<file path="src/rtl/sprite_layer_sequencer.sv">
// Per-pixel sprite compositor controller: walks the sprites covering a pixel in priority order
// through one shared ROM port, skipping transparent texels, with the arena background as fallback.
module sprite_layer_sequencer #(
    parameter int unsigned NUM_SPR     = 8,
    parameter int unsigned SPR_W       = 20,
    parameter logic [17:0] TRANSPARENT = 18'h00001
) (
    input  logic                  clk,
    input  logic                  reset,
    input  logic                  req_valid,
    output logic                  req_ready,
    input  logic [9:0]            req_x,
    input  logic [9:0]            req_y,
    input  logic [NUM_SPR-1:0]    spr_en,
    input  logic [10*NUM_SPR-1:0] spr_x,
    input  logic [10*NUM_SPR-1:0] spr_y,
    input  logic [2*NUM_SPR-1:0]  spr_dir,
    output logic                  rom_en,
    output logic [3:0]            rom_sel,
    output logic [9:0]            rom_x,
    output logic [9:0]            rom_y,
    output logic [1:0]            rom_dir,
    input  logic [17:0]           rom_data,
    output logic                  out_valid,
    input  logic                  out_ready,
    output logic [17:0]           out_pixel,
    output logic [3:0]            out_layer
);

    localparam logic [3:0]  BG_SEL = 4'(NUM_SPR);
    localparam logic [10:0] SPR_W11 = 11'(SPR_W);

    typedef enum logic [2:0] {StIdle, StHit, StIssue, StData, StDone} state_e;

    state_e state_q, state_d;

    logic [9:0]            req_x_q, req_y_q;
    logic [NUM_SPR-1:0]    spr_en_q;
    logic [10*NUM_SPR-1:0] spr_x_q, spr_y_q;
    logic [2*NUM_SPR-1:0]  spr_dir_q;
    logic [NUM_SPR-1:0]    mask_q, mask_d, hit;

    logic        rom_en_q, rom_en_d;
    logic [3:0]  rom_sel_q, rom_sel_d;
    logic [9:0]  rom_x_q, rom_x_d, rom_y_q, rom_y_d;
    logic [1:0]  rom_dir_q, rom_dir_d;
    logic [17:0] out_pixel_q, out_pixel_d;
    logic [3:0]  out_layer_q, out_layer_d;
    logic        accept;

    assign accept    = (state_q == StIdle) && req_valid;
    assign req_ready = (state_q == StIdle);
    assign out_valid = (state_q == StDone);
    assign rom_en    = rom_en_q;
    assign rom_sel   = rom_sel_q;
    assign rom_x     = rom_x_q;
    assign rom_y     = rom_y_q;
    assign rom_dir   = rom_dir_q;
    assign out_pixel = out_pixel_q;
    assign out_layer = out_layer_q;

    // Bounds are compared in 11 bits so a sprite near the right/bottom edge never wraps to 0.
    always_comb begin
        hit = '0;
        for (int i = 0; i < NUM_SPR; i++) begin
            hit[i] = spr_en_q[i]
                & ({1'b0, req_x_q} >= {1'b0, spr_x_q[10*i +: 10]})
                & ({1'b0, req_x_q} <  ({1'b0, spr_x_q[10*i +: 10]} + SPR_W11))
                & ({1'b0, req_y_q} >= {1'b0, spr_y_q[10*i +: 10]})
                & ({1'b0, req_y_q} <  ({1'b0, spr_y_q[10*i +: 10]} + SPR_W11));
        end
    end

    always_comb begin
        state_d     = state_q;
        mask_d      = mask_q;
        rom_en_d    = 1'b0;
        rom_sel_d   = rom_sel_q;
        rom_x_d     = rom_x_q;
        rom_y_d     = rom_y_q;
        rom_dir_d   = rom_dir_q;
        out_pixel_d = out_pixel_q;
        out_layer_d = out_layer_q;

        unique case (state_q)
            StIdle: begin
                if (req_valid) state_d = StHit;
            end
            StHit: begin
                mask_d  = hit;
                state_d = StIssue;
            end
            StIssue: begin
                state_d = StData;
            end
            StData: begin
                if (rom_sel_q == BG_SEL || rom_data != TRANSPARENT) begin
                    out_pixel_d = rom_data;
                    out_layer_d = rom_sel_q;
                    state_d     = StDone;
                end else begin
                    for (int i = 0; i < NUM_SPR; i++) begin
                        if (4'(i) == rom_sel_q) mask_d[i] = 1'b0;
                    end
                    state_d = StIssue;
                end
            end
            StDone: begin
                if (out_ready) state_d = StIdle;
            end
            default: state_d = StIdle;
        endcase

        // The ROM address is registered on entry to ISSUE; descending loop leaves the lowest hit.
        if (state_d == StIssue) begin
            rom_en_d  = 1'b1;
            rom_sel_d = BG_SEL;
            rom_x_d   = req_x_q;
            rom_y_d   = req_y_q;
            rom_dir_d = 2'b00;
            for (int i = NUM_SPR - 1; i >= 0; i--) begin
                if (mask_d[i]) begin
                    rom_sel_d = 4'(i);
                    rom_x_d   = req_x_q - spr_x_q[10*i +: 10];
                    rom_y_d   = req_y_q - spr_y_q[10*i +: 10];
                    rom_dir_d = spr_dir_q[2*i +: 2];
                end
            end
        end
    end

    always_ff @(posedge clk) begin
        if (reset) begin
            state_q     <= StIdle;
            mask_q      <= '0;
            rom_en_q    <= 1'b0;
            rom_sel_q   <= '0;
            rom_x_q     <= '0;
            rom_y_q     <= '0;
            rom_dir_q   <= '0;
            out_pixel_q <= '0;
            out_layer_q <= '0;
            req_x_q     <= '0;
            req_y_q     <= '0;
            spr_en_q    <= '0;
            spr_x_q     <= '0;
            spr_y_q     <= '0;
            spr_dir_q   <= '0;
        end else begin
            state_q     <= state_d;
            mask_q      <= mask_d;
            rom_en_q    <= rom_en_d;
            rom_sel_q   <= rom_sel_d;
            rom_x_q     <= rom_x_d;
            rom_y_q     <= rom_y_d;
            rom_dir_q   <= rom_dir_d;
            out_pixel_q <= out_pixel_d;
            out_layer_q <= out_layer_d;
            if (accept) begin
                req_x_q   <= req_x;
                req_y_q   <= req_y;
                spr_en_q  <= spr_en;
                spr_x_q   <= spr_x;
                spr_y_q   <= spr_y;
                spr_dir_q <= spr_dir;
            end
        end
    end

endmodule

</file>
<file path="config.mk">
export PLATFORM = sky130hd
export DESIGN_NAME = sprite_layer_sequencer
export DESIGN_NICKNAME = d
export VERILOG_FILES = /design/src/rtl/sprite_layer_sequencer.sv
export SDC_FILE = /design/constraint.sdc
export NUM_CORES = 1
export LEC_CHECK = 0
export CORE_AREA = 2 2 256 258
export CTS_CLUSTER_DIAMETER = 50
export DETAILED_ROUTE_END_ITERATION = 10
export DIE_AREA = 0 0 258 260
export PLACE_DENSITY_LB_ADDON = 0.05
export SLEW_MARGIN = 20
export SYNTH_ARGS = -nofsm -noshare
export SYNTH_HDL_FRONTEND = slang
export SYNTH_SLANG_ARGS = --single-unit
</file>
<file path="constraint.sdc">
create_clock -name clk -period 4.17 [get_ports clk]
set_input_delay 1.251 -clock clk [delete_from_list [all_inputs] [get_ports clk]]
set_output_delay 1.251 -clock clk [all_outputs]
set_load 0.005 [all_outputs]
</file>
# Word level (Yosys, flattened, before mapping)

Cells that the tools add are included.

Memory bits (read-only): 0
Register bits: 264
Memories kept: 0
Latch bits: 0
Bits in writable memories: 0

$lt $le $gt $ge: 32
Shift-type cells: 0
Eq/ne operators: 14
Multiply operators: 0
Div/mod/pow operators: 0
Bitwise operators: 32
Add/subtract/negate cells: 32
Mux-type cells: 47
Reductions and logical operators: 5

Operators with widths:

| kind                                                    | number |
|---|---|
| adder 10 x 5 -> 11 bit (second input constant)          | 16 |
| less-than comparator 10 x 11 -> 1 bit                   | 16 |
| greater-or-equal comparator 10 bit                      | 16 |
| 2-to-1 mux 10 bit                                       | 16 |
| subtractor 10 bit                                       | 16 |
| bitwise AND 1 bit                                       | 32 |
| 2-to-1 mux 4 bit                                        | 8 |
| inequality test 18 x 1 -> 1 bit (second input constant) | 1 |
| equality test 3 x 4 -> 1 bit (first input constant)     | 4 |
| 2-to-1 mux 2 bit                                        | 8 |
| case mux 8 bit (2 select lines)                         | 1 |
| case mux 3 bit (5 select lines)                         | 1 |
| equality test 3 x 2 -> 1 bit (second input constant)    | 3 |
| 2-to-1 mux 1 bit                                        | 9 |
| 2-to-1 mux 3 bit                                        | 3 |
| equality test 2 x 4 -> 1 bit (first input constant)     | 2 |
| 2-to-1 mux 8 bit                                        | 1 |
| equality test 1 x 4 -> 1 bit (first input constant)     | 1 |
| equality test 4 bit (second input constant)             | 1 |
| zero test 4 bit                                         | 1 |
| equality test 3 x 1 -> 1 bit (second input constant)    | 1 |
| equality test 3 bit (second input constant)             | 1 |
| zero test 3 bit                                         | 1 |
| AND reduction 2 bit                                     | 1 |
| other kinds (2)                                         | 2 |

# Logic depth before layout (Yosys ltp)

Depth after elaboration: 14
Gate-level depth with buffers: 16
Gate-level depth less buffers: 14

# Worst setup path after synthesis

OpenSTA, ideal clock, no wires.

Kind: input -> register
From: input port rom_data[17]
To: register rom_x_q[1], in the netlist rom_x[1]
Path slack: 0.581 ns
Stages on the path: 10
Arrival: 3.470 ns
Cells stage by stage: nor4b_1 nand3_1 nor3_1 a31oi_1 or2_2 clkbuf_1 nor2_1 clkbuf_1 nand2_1 o221a_2

Word-level cells in the longest chain between the ends: 12
Elaborated cells on any way between the ends: 15

Ends and longest elaborated chain:

| element                             | RTL line | RTL |
|---|---|---|
| start, declared                     | 23       | `input logic [17:0] rom_data,` |
| inequality test 18 x 1 -> 1 bit (*) | 97       | `if (rom_sel_q == BG_SEL \|\| rom_data != TRANSPARENT) begin` |
| logical OR 1 bit (*)                | 97       |  |
| 2-to-1 mux 8 bit                    | 97       |  |
| case mux 8 bit (2 select lines)     | 85       | `unique case (state_q)` |
| 2-to-1 mux 10 bit (8 in a row)      | 122      | `if (mask_d[i]) begin` |
| end signal, assigned                | 154      | `rom_x_q <= rom_x_d;` |
| end, declared                       | 45       | `logic [9:0] rom_x_q, rom_x_d, rom_y_q, rom_y_d;` |

Every way passes the cells marked *; elsewhere a longest branch is shown, timed or not.
A chain may end at the register's enable or synchronous reset.

# Worst setup path after layout

From: register req_x_q[2]
To: register rom_y_q[4], in the netlist rom_y[4]

Word-level cells in the longest chain between the ends: 14
Elaborated cells on any way between the ends: 57

Ends and longest elaborated chain:

| element                             | RTL line | RTL |
|---|---|---|
| start, declared                     | 37       | `logic [9:0] req_x_q, req_y_q;` |
| start signal, assigned              | 160      | `req_x_q <= req_x;` |
| greater-or-equal comparator 10 bit  | 67       | `& ({1'b0, req_x_q} >= {1'b0, spr_x_q[10*i +: 10]})` |
| bitwise AND 1 bit                   | 67       |  |
| bitwise AND 1 bit                   | 68       | `& ({1'b0, req_x_q} < ({1'b0, spr_x_q[10*i +: 10]} + SPR_W11))` |
| bitwise AND 1 bit                   | 69       | `& ({1'b0, req_y_q} >= {1'b0, spr_y_q[10*i +: 10]})` |
| bitwise AND 1 bit                   | 70       | `& ({1'b0, req_y_q} < ({1'b0, spr_y_q[10*i +: 10]} + SPR_W11));` |
| case mux 8 bit (2 select lines) (*) | 85       |  |
| 2-to-1 mux 10 bit (7 in a row)      | 122      |  |
| 2-to-1 mux 10 bit (*)               | 122      |  |
| end signal, assigned                | 155      | `rom_y_q <= rom_y_d;` |
| end, declared                       | 45       |  |

Marked as above.

==> metrics.cfg <==
[power_and_ir_drop]
switchingPower_mw = 4.08
ir_worst_vdd_v = 0.000294
intPower_mw = 6.75
p_per_area_nw_per_um2 = 375
clock_power_share = 0.342
netSwitchingFraction = 0.376
p_comb_frac = 0.387
leakagePower_nw = 11.7
seq_power_share = 0.272
power_mw = 10.8

[grt]
grt_max_degree = 155
grt_pass1_vias = 22400
grt_use_total = 0.259
grt_pass1_wl_mm = 134
grt.overflow.total = 0
antenna_found_initial = 7

[clocking]
tritoncts = done
root_buffer = clkbuf_16
postCtsHoldBufs = 0
cts_made_buffers = 43
clockBufferDepth = 3
clock_latency_ns = 0.58
cts_max_level = 2
path_clk_slew_ns = 0.05
cts.sinks = 264

[worst_setup_path]
slowest_stage = dfxtp_1
crit_path_start_kind = register
endpoint_kind = register
crit_type = reg2reg
critical_path_arrival_ns = 4.45
critPathRequiredTime_ns = 4.61
path_max_fanout = 14
r2r_slack_ns = 0.16
slowest_delay_ns = 0.92
crit_chain = ha_1 > nand2b_1 > a211oi_1 > o31a_1 > a2111oi_0 > a2111o_1 > nor2b_1 > nand2_1 > a2111oi_0 > buf_4 > a211oi_1

[synthesis]
synthArstFlopShare = 0
syn_avg_cell_area_um2 = 7.61
syn-cell-area_um2 = 22400
seq_area_frac_synth = 0.236
ys_seq_elements = 264
ys_types = 79
synthTopCellsByArea = dfxtp_1, ha_1, nand2_1
synth_fp_nets = 3485
yosysTopAreaCell = dfxtp_1
ys.warnings.count = 0
synth_top_area_frac = 0.236
synth-main-ff-cell = dfxtp_1
synth-edff-count = 0
syn-instance-count = 2939

[place]
dp_hpwl_mm = 71.2
dpl.cell_count = 4137
io_buffers = 276
gp_congestion = 0.934

[floorplan]
initial_core_util = 0.349
num_rows = 93
fp.dieH_um = 260
core_area_um2 = 64100
design.die.area_um2 = 67100
die_w_um = 258
ioPinCount = 277

[drt]
drtPass1Iterations = 6
drcViolationCount = 0
ant_nets = 0
via_count = 22700
vias_per_cell = 5.39
first_iter_violations = 1360
post_drt_wl_per_cell_um = 21.1
wirelength_mm = 89.0

[timing]
tightest_slew_ns = 1.00
slew_headroom = 0.333
fmax_mhz = 250
finalHoldViolCount = 0
period_share = 0.961
fin_worst_skew_ns = 0.0258
timing.final.max_slew_violations = 0
final-setup-viol-count = 0
fin_crit_ns = 4.01
rsz0062_at_grt = no
finalSetupTns_ns = 0

[hold_path]
min_path_type = reg2reg

[flow_run]
drv_cap = 0

[cells_and_area]
diodes = 0
area_growth_pct = 29.1
drive_gt1_frac = 0.0845
layout.nets = 3873
fin_util = 0.450
layout.cells.non_filler = 4216

[run_status]
status = complete, no violations

==> power by group through the flow <==
stage	combinational (mW)	sequential, mW	clock [mW]
after floorplan	2.52	2.92	0
after global placement	4.13	2.99	0
after detailed placement	4.13	2.99	0
after CTS	4.17	2.94	3.81
after global routing	4.59	2.96	3.91
final	4.19	2.94	3.70
==> worst max-delay path, delay by kind of cell, from the launching register on <==
| kind | cells | cell delay (ns) |
|---|---|---|
| buf+inv | 1 | 0.22 |
| simple gates | 3 | 0.51 |
| compound gates | 6 | 1.83 |
| fa+ha+maj | 1 | 0.38 |
| flops | 1 | 0.92 |
==> synth_stat cells, drive strengths merged (9+ instances only) <==
cell	number
o21a	25
xnor2	145
nor3	90
a211o	11
o21ai	149
a21oi	348
nor2b	36
nand2	506
or3	15
a211oi	33
mux2i	34
buf	16
and4	11
o221ai	9
xor2	61
a31oi	25
nor2	158
o2111ai	30
a21o	36
clkbuf	94
inv	195
nand2b	35
a2bb2oi	10
and3	9
dfxtp	264
a2111oi	17
nor4	16
o211ai	22
o31ai	11
nand4	31
ha	304
fa	16
nand3	32
o311ai	10
or2	9
==> path summary, 6_finish.rpt <==
check,start,end,cells past startpoint
setup / recovery,req_x_q[2],rom_y[4],11
setup reg to reg,req_x_q[2],rom_y[4],11
hold reg to reg,spr_x_q[39],spr_x_q[39],2
hold / removal,spr_x_q[39],spr_x_q[39],2
==> area by class of cell <==
| cell class | count | area [um2] |
|---|---|---|
| Timing Repair Buffer | 453 | 4330 |
| Sequential cell | 264 | 5290 |
| Multi-Input combinational cell | 2370 | 16000 |
| Clock buffer | 52 | 1170 |
| Fill cell | 6500 | 35200 |
| Tap cell | 855 | 1070 |
| Clock inverter | 27 | 312 |
| Inverter | 195 | 732 |
==> through the flow <==
| stage | instance area (um2) | hold slack, ns | setup slack [ns] |
|---|---|---|---|
| after global routing | 28900 | 0.470 | 0.0142 |
| after CTS | 28900 | 0.461 | 0.194 |
| after detailed placement | 27400 | 0.449 | -0.135 |
| after global placement | 27400 | 0.447 | -0.0953 |
| final | 28900 | 0.457 | 0.164 |
| after floorplan | 22400 | 0.433 | 0.581 |
==> what timing repair did <==
item	CTS	global route
buffers inserted	0	0
gates resized for setup	0	1
setup endpoints to repair	0	1
==> sequential cells by signal, summed over array words and instances, names as in the netlist <==
register,count
mask_q,8
out_layer,4
out_pixel,18
req_x_q,10
req_y_q,10
rom_dir,2
rom_en,1
rom_sel,4
rom_x,10
rom_y,10
spr_dir_q,16
spr_en_q,8
spr_x_q,80
spr_y_q,80
state_q,3
==> cells by family after synthesis <==
group                      Yosys count  synth area share
and+or+nand+nor                    976             0.196
buffers and inverters              305            0.0519
AOI/OAI and AO/OA                  832             0.234
muxes                               36            0.0162
DFF                                264             0.236
adders and majority gates          320             0.184
xor gates and xnor gates           206            0.0807
==> metal layers <==
layer | up-vias | track usage | part of all wire
met3 | 169 | 0.0495 | 0.060
li1 | 11300 | - | -
met2 | 580 | 0.417 | 0.45
met1 | 10700 | 0.342 | 0.46
met5 | - | 0 | 0.00057
met4 | 10 | 0.0984 | 0.038
==> cells in the final DEF, fill, tap and decap left out, types with 145 or more instances in the layout <==
cell type        count
nor2_1             157
dfxtp_1            264
a21oi_1            346
buf_4              158
clkdlybuf4s50_1    275
ha_1               304
inv_1              195
o21ai_0            148
nand2_1            505
xnor2_1            145
(Power assumes the default switching activity.)
